### src/rtl/spi_txn_arbiter.sv
// Round-robin arbiter that serialises byte transactions from NUM_REQ requesters onto one SPI master.
// Define SPI_ARB_FIXED_PRIO_EN to switch to fixed priority, where the lowest index wins.
module spi_txn_arbiter #(
    parameter int NUM_REQ     = 3,
    parameter int XFER_CYCLES = 8
) (
    input  logic                   SCLK,
    input  logic                   reset,
    input  logic [NUM_REQ-1:0]     req,
    input  logic [8*NUM_REQ-1:0]   req_data,
    input  logic [2*NUM_REQ-1:0]   req_slave,
    output logic [NUM_REQ-1:0]     gnt,
    output logic                   mst_start,
    output logic [1:0]             mst_slave_select,
    output logic [7:0]             mst_tx_data,
    input  logic [7:0]             mst_rx_data,
    output logic                   rsp_valid,
    output logic [1:0]             rsp_id,
    output logic [7:0]             rsp_data,
    output logic                   rsp_err,
    output logic                   busy
);

    localparam int CW = $clog2(XFER_CYCLES) + 1;

    typedef enum logic [1:0] {IDLE, START, XFER, DONE} state_t;

    state_t          state_reg;
    logic [CW-1:0]   count_reg;
    logic [1:0]      id_reg;
    logic            err_reg;

    logic [7:0]      data_arr  [4];
    logic [1:0]      slave_arr [4];
    logic [3:0]      req_ext;
    logic [3:0]      onehot;
    logic            found;
    logic [1:0]      winner;

    // Pad per-requester lanes to four so a 2-bit winner index always selects cleanly.
    generate
        for (genvar gi = 0; gi < 4; gi++) begin : g_lane
            if (gi < NUM_REQ) begin : g_used
                assign data_arr[gi]  = req_data[8*gi +: 8];
                assign slave_arr[gi] = req_slave[2*gi +: 2];
            end else begin : g_pad
                assign data_arr[gi]  = 8'h00;
                assign slave_arr[gi] = 2'd0;
            end
        end
    endgenerate

    assign req_ext = 4'(req);
    assign onehot  = 4'b0001 << winner;

`ifdef SPI_ARB_FIXED_PRIO_EN
    always_comb begin
        found  = 1'b0;
        winner = 2'd0;
        for (int k = NUM_REQ - 1; k >= 0; k--) begin
            if (req_ext[2'(k)]) begin
                found  = 1'b1;
                winner = 2'(k);
            end
        end
    end
`else
    logic [1:0] last_reg;
    int         cand;

    // Search begins just past the previous winner and wraps once around.
    always_comb begin
        found  = 1'b0;
        winner = 2'd0;
        cand   = 0;
        for (int k = 0; k < NUM_REQ; k++) begin
            cand = int'(last_reg) + 1 + k;
            if (cand >= NUM_REQ)
                cand = cand - NUM_REQ;
            if (!found && req_ext[2'(cand)]) begin
                found  = 1'b1;
                winner = 2'(cand);
            end
        end
    end

    always_ff @(posedge SCLK or posedge reset) begin
        if (reset)
            last_reg <= 2'(NUM_REQ - 1);
        else if (state_reg == IDLE && found)
            last_reg <= winner;
    end
`endif

    always_ff @(posedge SCLK or posedge reset) begin
        if (reset) begin
            state_reg        <= IDLE;
            count_reg        <= '0;
            id_reg           <= 2'd0;
            err_reg          <= 1'b0;
            gnt              <= '0;
            mst_start        <= 1'b0;
            mst_slave_select <= 2'd0;
            mst_tx_data      <= 8'h00;
            rsp_valid        <= 1'b0;
            rsp_id           <= 2'd0;
            rsp_data         <= 8'h00;
            rsp_err          <= 1'b0;
            busy             <= 1'b0;
        end else begin
            gnt       <= '0;
            mst_start <= 1'b0;
            rsp_valid <= 1'b0;
            case (state_reg)
                IDLE: begin
                    if (found) begin
                        gnt              <= onehot[NUM_REQ-1:0];
                        id_reg           <= winner;
                        err_reg          <= (slave_arr[winner] == 2'd3);
                        mst_slave_select <= slave_arr[winner];
                        mst_tx_data      <= data_arr[winner];
                        busy             <= 1'b1;
                        state_reg        <= START;
                    end
                end
                START: begin
                    if (err_reg) begin
                        mst_slave_select <= 2'd0;
                        mst_tx_data      <= 8'h00;
                        state_reg        <= DONE;
                    end else begin
                        mst_start <= 1'b1;
                        count_reg <= '0;
                        state_reg <= XFER;
                    end
                end
                XFER: begin
                    count_reg <= count_reg + 1'b1;
                    if (count_reg == CW'(XFER_CYCLES - 1)) begin
                        mst_slave_select <= 2'd0;
                        mst_tx_data      <= 8'h00;
                        state_reg        <= DONE;
                    end
                end
                DONE: begin
                    rsp_valid <= 1'b1;
                    rsp_id    <= id_reg;
                    rsp_err   <= err_reg;
                    rsp_data  <= err_reg ? 8'hFF : mst_rx_data;
                    busy      <= 1'b0;
                    state_reg <= IDLE;
                end
                default: state_reg <= IDLE;
            endcase
        end
    end

endmodule
### config.mk
export PLATFORM = sky130hd
export DESIGN_NAME = spi_txn_arbiter
export DESIGN_NICKNAME = d
export VERILOG_FILES = /design/src/rtl/spi_txn_arbiter.sv
export SDC_FILE = /design/constraint.sdc
export NUM_CORES = 1
export LEC_CHECK = 0
export ABC_AREA = 1
export BUFFER_PORTS_ARGS = -buffer_cell sky130_fd_sc_hd__buf_4
export CELL_PAD_IN_SITES_DETAIL_PLACEMENT = 0
export CELL_PAD_IN_SITES_GLOBAL_PLACEMENT = 2
export CORE_UTILIZATION = 30
export CTS_CLUSTER_DIAMETER = 100
export DETAILED_ROUTE_END_ITERATION = 8
export GPL_TIMING_DRIVEN = 1
export PLACE_DENSITY_LB_ADDON = 0.1
export SLEW_MARGIN = 30
export SYNTH_ARGS = -nofsm -noshare
export SYNTH_HDL_FRONTEND = slang
export SYNTH_SLANG_ARGS = --single-unit
### constraint.sdc
create_clock -name SCLK -period 4.31 [get_ports SCLK]
set_input_delay 0.2155 -clock SCLK [delete_from_list [all_inputs] [get_ports SCLK]]
set_output_delay 0.2155 -clock SCLK [all_outputs]
set_load 0.02 [all_outputs]
After elaboration in Yosys (flattened, before gate mapping)
Cells that the tools add are included.
{"block": "op_classes", "add_sub_neg": 7, "magnitude_cmp": 7, "n_eq_ne": 9, "shift": 1, "n_mux": 46, "bitwise": 1, "n_reduce_logical": 14}
{"cell": "$mux W8", "count": 6}
{"cell": "$mux W2", "count": 13}
{"cell": "$pmux W8 S3", "count": 1}
{"cell": "$bmux W8 S2", "count": 1}
{"cell": "$mux W1", "count": 14}
{"cell": "$lt A2 B4 Y1 const B", "count": 3}
{"cell": "$ge A4 B2 Y1 const B", "count": 2}
{"cell": "$ne A2 B2 Y1 const B", "count": 4}
{"cell": "$pmux W2 S4", "count": 1}
{"cell": "$pmux W4 S2", "count": 1}
{"cell": "$reduce_and A2 Y1", "count": 4}
{"cell": "$bmux W1 S2", "count": 3}
{"cell": "$eq A2 B2 Y1 const B", "count": 3}
{"cell": "$mux W3", "count": 2}
{"cell": "$pmux W2 S3", "count": 1}
{"cell": "$sub A2 B2 Y2 const B", "count": 3}
{"cell": "$add A3 B1 Y4 const B", "count": 1}
{"cell": "$add A3 B2 Y4 const B", "count": 1}
{"cell": "$add A4 B1 Y4 const B", "count": 1}
{"cell": "$bmux W2 S2", "count": 1}
{"cell": "$eq A4 B3 Y1 const B", "count": 1}
{"cell": "$mux W4", "count": 1}
{"cell": "$reduce_and A4 Y1", "count": 1}
{"cell": "$reduce_bool A2 Y1", "count": 2}
{"cell": "other kinds (11)", "count": 14}
{"block": "totals", "ff_bits": 38, "input_bits": 43, "output_inout_bits": 27, "word_cells": 99}

Longest topological paths before layout
Gate-level depths: netlist of run 1.
{"block": "logic_depth", "depth_word": 19, "depth_mapped": 17, "ltp_nobuf": 16}

Worst setup path after synthesis of run 1
OpenSTA, ideal clock, no wires.
{"block": "synth_path", "kind": "reg2reg", "from": "reg last_reg[1]", "to": "reg mst_tx_data[7]", "setup_time_ns": 0.116, "arrival_time_ns": 1.981, "t_required_ns": 4.194, "setup_slack_ns": 2.212, "stages_incl_launch_ff": 17, "cell_sequence": "dfstp_2 -> inv_1 -> ha_1 -> buf_6 -> inv_6 -> nand2_4 -> nand2_4 -> nor2_4 -> nor2_4 -> nor3_4 -> nand2_2 -> nand2_2 -> inv_2 -> nand3_4 -> buf_6 -> nand2_1 -> nand2_1"}
{"block": "synth_via", "elab_chain_cells": 19}
{"element": "start, declared", "line": "68", "source": "logic [1:0] last_reg;"}
{"element": "start signal, assigned", "line": "89", "source": "last_reg <= 2'(NUM_REQ - 1);"}
{"element": "start signal, assigned", "line": "91", "source": "last_reg <= winner;"}
{"element": "$add A2 B1 Y3 *", "line": "77", "source": "cand = int'(last_reg) + 1 + k;"}
{"element": "parallel branches: the longest is 18 deep, another holds $add A3 B1 Y4"}
{"element": "end signal, assigned", "line": "121", "source": "mst_tx_data <= data_arr[winner];"}
{"element": "end, declared", "line": "15", "source": "output logic [7:0] mst_tx_data,"}
Every way passes the cells marked *. The select of a mux whose other input is x is not followed.
A chain may end at the register's enable or synchronous reset.

Final worst setup path of run 1
{"block": "layout_path", "from": "reg last_reg[1]", "to": "reg err_reg"}
{"block": "layout_via", "elab_chain_cells": 18}
{"element": "$add A2 B1 Y3 *", "line": "77"}
{"element": "parallel branches: the longest is 17 deep, another holds $add A3 B1 Y4"}
{"element": "end signal, assigned", "line": "119", "source": "err_reg <= (slave_arr[winner] == 2'd3);"}
{"element": "end, declared", "line": "31", "source": "logic err_reg;"}
Marked as above.

==> reports/results.tsv, run 1 <==
stage	metric	value	unit
outcome	status	completed	
drt	num_vias	1959	
sta	setup_ws	1.696	ns
layout	final_common_cell	nand2_1	
layout	seqCellArea	927.1	um^2
clock_tree	cts_num_sinks	37	
clock_tree	cts_hold_buf	0	
clock_tree	cts_tree	built	
drt	wl	5321	um
yosys	syn_nets	335	
drt	drt_iter0_markers	56	
power	leakage	0.001606	uW
floorplan	initial_utilization	0.3177	
drt	ant_nets	0	
sta	setup_viol	0	
power	power_density	921.2	mW/mm^2
sta	min_period_over_period	0.6065	
floorplan	row_count	30	
clock_tree	post_cts_buffers	0	
power	pwr-share-comb	0.662	
sta	clock.fmax	0.3825	GHz
yosys	synth.avg_cell_area	7.867	um^2
drt	wl_per_cell	11.90	um
clock_tree	clock_latency	0.29	ns
layout	final_util	0.4168	
drt	route.detailed.drc	0	
power	pwr-share-seq	0.224	
yosys	netlist_instances	282	
global_routing	grt_max_degree	38	
clock_tree	cts_root_buffer	clkbuf_8	
global_routing	grt_pass1_wl	8776	um
yosys	synth-seq-area-share	0.4179	
sta	fin_setup_tns	0	ns
clock_tree	htreeDepth	2	
setup_path	crit_arrival	2.81	ns
layout	layout_common_cells	nand2_1, buf_4, dfrtp_1	
global_routing	grt_pass1_vias	1930	
floorplan	dieArea	0.007742	mm^2
layout	final_nets	403	
global_routing	grt_usage	0.1481	
sta	drv_slew	0	
power	vdd_ir_drop_max	0.0002270	V
clock_tree	cts_resized	0	
floorplan	die_h	87.99	um
setup_path	start_kind	register	
yosys	synth_flop_cell	dfrtp_1	
setup_path	end_kind	register	
layout	diodes	0	
sta	timing.slew.headroom	0.6767	
global_routing	grt_overflow	0	
layout	drive_gt1_frac	0.2934	
yosys	synthArstFlopShare	1.000	
floorplan	io_pins	70	
setup_path	critical_path_class	register to register	
yosys	ys_seq_elements	37	
floorplan	die_width	87.99	um
power	switchingPower	1393	uW
sta	period_minus_slack	2.614	ns
yosys	syn-cell-area	0.002218	mm^2
setup_path	critPathMaxFanout	12	
place	place_congestion	0.6944	
power	sw_frac_of_total	0.5196	
power	pwr-share-clk	0.114	
yosys	synth-edff-count	0	
floorplan	core_area	0.006982	mm^2
sta	worst_pin_slew	0.4844	ns
yosys	yosysUniqueCellTypes	29	
hold_path	min_path_type	input pin to async pin	
power	p_int	1288	uW
drt	viasPerCell	4.383	
clock_tree	clk_pin_slew	0.08	ns
global_routing	antenna_found_initial	0	
place	place_ws	1.701	ns
layout	multi_input_area	0.001082	mm^2
clock_tree	cts_inserted_buffers	5	
yosys	ys_warn_count	0	
place	port_buffers	69	
clock_tree	cts_buffer_depth	2	
place	dp_hpwl	4032	um
drt	firstDrtPassIters	4	
job	drv_cap	0	
setup_path	crit_required	4.50	ns
layout	area_growth	31.19	%
sta	rsz0062_at_grt	false	
layout	n_fill_cell	768	
sta	finClkSkew	0.008025	ns
sta	finalHoldViolations	0	
## synthesized netlist by cell type (2+ instances only)
master,number,area share
a21oi_1,7,0.016
buf_6,4,0.020
clkbuf_1,3,0.0051
dfrtp_1,36,0.41
ha_1,10,0.056
inv_1,32,0.054
inv_2,2,0.0034
nand2_1,101,0.17
nand2_2,7,0.020
nand2_4,2,0.010
nand3_1,25,0.056
nand3_2,4,0.018
nand3_4,2,0.016
nand3b_1,8,0.027
nor2_1,5,0.0085
nor2_4,3,0.015
nor3_1,3,0.0068
o21ai_0,17,0.038
## critical path, stage by stage (launching register included)
cell and delay (ns):
dfstp_2 0.55, inv_1 0.07, ha_1 0.50, inv_6 0.08, nand3_1 0.13, nand2_2 0.14, nor2_4 0.17, nand3b_1 0.10
nand2_1 0.34, nand2_1 0.09, nand3_1 0.11, nand2_1 0.10, nand3_1 0.10, nand2_1 0.05
## cells by family after synthesis
logic type | after synthesis | share of synthesized area
simple gates | 164 | 0.3706
buf+inv | 45 | 0.09419
flops | 37 | 0.4179
compound gates | 26 | 0.06091
fa+ha+maj | 10 | 0.05640
## cell type report
class,instances,share of cell area
multi-input combinational,200,0.3719
sequential,37,0.3186
timing repair buffer,70,0.1806
inverter,36,0.04815
tap,96,0.04127
clock buffer,5,0.02365
clock inverter,3,0.01591
## worst paths after layout
check	startpoint	cells after the start	endpoint	slack, ns
max	last_reg[1]$_DFFE_PP1P_	13	err_reg$_DFFE_PP0P_	1.70
max in group asynchronous	reset	3	last_reg[1]$_DFFE_PP1P_	3.93
min	reset	3	mst_slave_select[0]$_DFFE_PP0P_	0.04
min reg2reg	rsp_err$_DFFE_PP0P_	2	rsp_err$_DFFE_PP0P_	0.48
min in group SCLK	mst_rx_data[1]	3	rsp_data[1]$_DFFE_PP0P_	0.14
max reg2reg	last_reg[1]$_DFFE_PP1P_	13	err_reg$_DFFE_PP0P_	1.70
## routing by layer
metal / GRT usage / up-vias / share of wire
met2: 0.2375 / 47 / 0.46
met4: 0.04024 / 0 / 0.0071
met5: 0 / - / 0
met3: 0.03864 / 4 / 0.051
li1: - / 1019 / -
met1: 0.1974 / 889 / 0.48
## power groups by stage
stage               Combinational (uW)  Clock (uW)  Sequential, uW
floorplan                         1310           0             711
global placement                  1810           0             606
detailed placement                1810           0             607
CTS                               1820         316             602
global route                      2030         332             618
finish                            1780         306             599
## per-stage QoR
step	total power (uW)	hold WS, ns	cells	cell area, um^2
global route	2977	0.08970	447	2910
finish	2681	0.03811	447	2910
detailed placement	2419	0.3701	439	2795
floorplan	2016	0.3467	282	2218
global placement	2417	0.3668	439	2795
CTS	2737	0.05054	447	2910
(Power assumes the default switching activity.)
==> run 2, diff against run 1 <==
- ABC_AREA: 1 -> 0
- CORE_UTILIZATION: 30 -> 31
- clock period: 4.31 -> 2.6 ns (I/O delays scaled with it)
==> reports/results.tsv, run 2 <==
stage	metric	value	unit	change
yosys	synthTopCellsByCount	dfrtp_1, nand2_1, nor2_1, nor3b_1, o21ai_0		
yosys	ys_seq_elements	37		unchanged
drt	route.detailed.drc	0		unchanged
sta	clock.fmax	0.4081	GHz	+6.7%
clock_tree	htreeDepth	2		unchanged
place	port_buffers	69		unchanged
global_routing	grt_usage	0.1513		+0.003226
clock_tree	cts_root_buffer	clkbuf_8		
clock_tree	cts_inserted_buffers	5		unchanged
clock_tree	cts_num_sinks	37		unchanged
sta	setup_ws	0.1496	ns	-1.546 ns
drt	wl_per_cell	14.01	um	+18%
power	pwr-share-clk	0.124		+0.010
drt	wl	5394	um	+1.4%
layout	multi_input_area	0.001177	mm^2	+8.8%
yosys	yosys.area.top_type_share	0.4150		+0.008894
power	leakage	0.001385	uW	-14%
floorplan	dieArea	0.007341	mm^2	-5.2%
clock_tree	cts_buffer_depth	2		unchanged
global_routing	grt_pass1_wl	8680	um	-1.1%
clock_tree	cts_tree	built		
sta	finClkSkew	0.006729	ns	-0.001296 ns
sta	rsz0062_at_grt	false		
yosys	synthArstFlopShare	1.000		unchanged
yosys	yosysUniqueCellTypes	48		+66%
global_routing	grt_overflow	0		unchanged
floorplan	die_h	85.68	um	-2.6%
global_routing	antenna_found_initial	0		unchanged
sta	period_minus_slack	2.450	ns	-0.1637 ns
setup_path	crit_arrival	2.64	ns	-0.17 ns
yosys	synth.most_common_cell	dfrtp_1		
yosys	syn_nets	264		-21%
setup_path	crit_required	2.79	ns	-1.71 ns
layout	area_growth	38.56	%	
floorplan	initial_utilization	0.3195		+0.001779
outcome	status	completed		
drt	viasPerCell	4.792		+9.3%
drt	ant_nets	0		unchanged
layout	final_nets	341		-15%
drt	firstDrtPassIters	4		unchanged
layout	diodes	0		unchanged
sta	worst_pin_slew	0.6307	ns	+0.1463 ns
drt	num_vias	1845		-5.8%
layout	drive_gt1_frac	0.3945		+0.1010
floorplan	core_area	0.006794	mm^2	-2.7%
setup_path	start_kind	register		
layout	n_fill_cell	668		-13%
sta	drv_slew	0		unchanged
clock_tree	clk_pin_slew	0.08	ns	about the same
drt	drt_iter0_markers	69		+23%
layout	final_common_cell	buf_4		
layout	final_cells	385		-14%
sta	setup_viol	0		unchanged
place	placed_area	0.002859	mm^2	+2.3%
setup_path	end_kind	register		
place	dp_hpwl	4027	um	-0.12%
power	pwr-share-seq	0.238		+0.014
floorplan	io_pins	70		unchanged
yosys	synth-edff-count	0		unchanged
global_routing	grt_max_degree	21		-45%
floorplan	die_width	85.68	um	-2.6%
clock_tree	post_cts_buffers	0		unchanged
job	drv_cap	0		unchanged
yosys	synth_area_leaders	dfrtp_1, o41ai_2, ha_1		
layout	fin_area	0.003008	mm^2	+3.4%
power	power_density	1364	mW/mm^2	+48%
power	vdd_ir_drop_max	0.0004794	V	+110%
power	pwr-share-comb	0.638		-0.024
yosys	synth.avg_cell_area	10.29	um^2	+31%
layout	layout_common_cells	buf_4, dfrtp_1, nand2_1		
global_routing	grt_pass1_vias	1806		-6.4%
yosys	synth_top_area_cell	dfrtp_1		
layout	seqCellArea	927.1	um^2	unchanged
yosys	ys_warn_count	0		unchanged
yosys	synth-seq-area-share	0.4271		+0.009154
yosys	netlist_instances	211		-25%
setup_path	critPathMaxFanout	20		+8
sta	holdWs	0.05264	ns	+0.01453 ns
sta	timing.slew.headroom	0.5790		-0.09766
sta	min_period_over_period	0.9425		+0.3359
yosys	syn-cell-area	0.002171	mm^2	-2.1%
power	switchingPower	1835	uW	+32%
place	place_congestion	0.7347		+5.8%
hold_path	hold_depth	2		
setup_path	critical_path_class	register to register		
floorplan	row_count	30		unchanged
clock_tree	clock_latency	0.29	ns	about the same
place	place_ws	-0.04513	ns	-1.746 ns
power	sw_frac_of_total	0.4474		-0.07220
yosys	synth_flop_cell	dfrtp_1		
power	p_int	2267	uW	+76%
sta	finalHoldViolations	0		unchanged
setup_path	ff2ff_path_depth	10		-3
place	dp_cells	376		-14%
hold_path	min_path_type	input pin to register		
==> run 2: cell count changes after synthesis, moves of 7 or more <==
cell      delta
nand2_1     -81
inv_1       -24
nand3_1     -22
nor2_1      +14
nor3b_1     +11
a211oi_1     +9
o41ai_2      +9
nand2_2      -7
o22a_1       +7
==> run 2: final timing paths <==
kind	end	startpoint	slack [ns]
setup / recovery	mst_tx_data[1]$_DFFE_PP0P_	last_reg[0]$_DFFE_PP0P_	0.15
hold / removal	rsp_data[0]$_DFFE_PP0P_	mst_rx_data[0]	0.05
setup reg to reg	mst_tx_data[1]$_DFFE_PP0P_	last_reg[0]$_DFFE_PP0P_	0.15
hold reg to reg	mst_tx_data[5]$_DFFE_PP0P_	mst_tx_data[5]$_DFFE_PP0P_	0.49
max in group asynchronous	last_reg[0]$_DFFE_PP0P_	reset	1.49
min in group asynchronous	mst_slave_select[0]$_DFFE_PP0P_	reset	0.47
==> run 2: kinds of logic after synthesis <==
kind of cell | Yosys count | synth area share
buffers and inverters | 21 | 0.04150
AND/OR/NAND/NOR | 73 | 0.1770
adder cells (fa/ha/maj) | 10 | 0.05764
multiplexers | 7 | 0.03631
AO/OA/AOI/OAI | 62 | 0.2565
flip-flops | 37 | 0.4271
XOR/XNOR | 1 | 0.004035
==> run 2: power groups by stage <==
stage                     combinational (uW)  clock [uW]  sequential (uW)
after floorplan                         1590           0             1170
after global placement                  2590           0              988
after detailed placement                2590           0              987
after CTS                               2620         528              980
after global routing                    2880         552             1010
final                                   2620         508              978
==> run 2: through the flow <==
stage / total power [uW] / util / setup TNS (ns)
4_1_cts: 4127 / 0.4396 / 0
3_3_place_gp: 3578 / 0.4208 / 0
6_report: 4102 / 0.4427 / 0
3_5_place_dp: 3578 / 0.4208 / -0.08725
5_1_grt: 4437 / 0.4427 / 0
2_1_floorplan: 2761 / - / 0
==> run 2: final cells by class <==
cell class              instances  share of cell area
flip-flops and latches         37              0.3082
inverters                       8            0.009983
clock inverters                 3             0.01539
repair buffers                 83              0.2121
multi-input cells             153              0.3914
clock buffers                   5             0.02288
well taps                      96             0.03993
==> run 2: repair_timing <==
item,CTS,global route
endpoints found under the setup margin,4,16
resized for setup,1,4
endpoints found under the hold margin,14,0
hold buffers,1,0
cloned,0,0
==> run 2: per-layer routing <==
metal / GRT usage / vias up / part of all wire / wire length, um
li1: - / 924 / - / -
met1: 0.1940 / 873 / 0.45 / 2442
met2: 0.2531 / 44 / 0.49 / 2635
met3: 0.04524 / 4 / 0.053 / 287
met4: 0.03182 / 0 / 0.0052 / 28
met5: 0 / - / 0 / 0
==> run 2: critical path: stages (launching register included) <==
cell and delay (ns):
dfrtp_1 0.38, inv_1 0.19, ha_1 0.27, mux2i_2 0.29, buf_4 0.16, o21bai_1 0.08
o41a_2 0.53, nand2_1 0.14, buf_12 0.17, nand2_1 0.08, o41ai_2 0.05
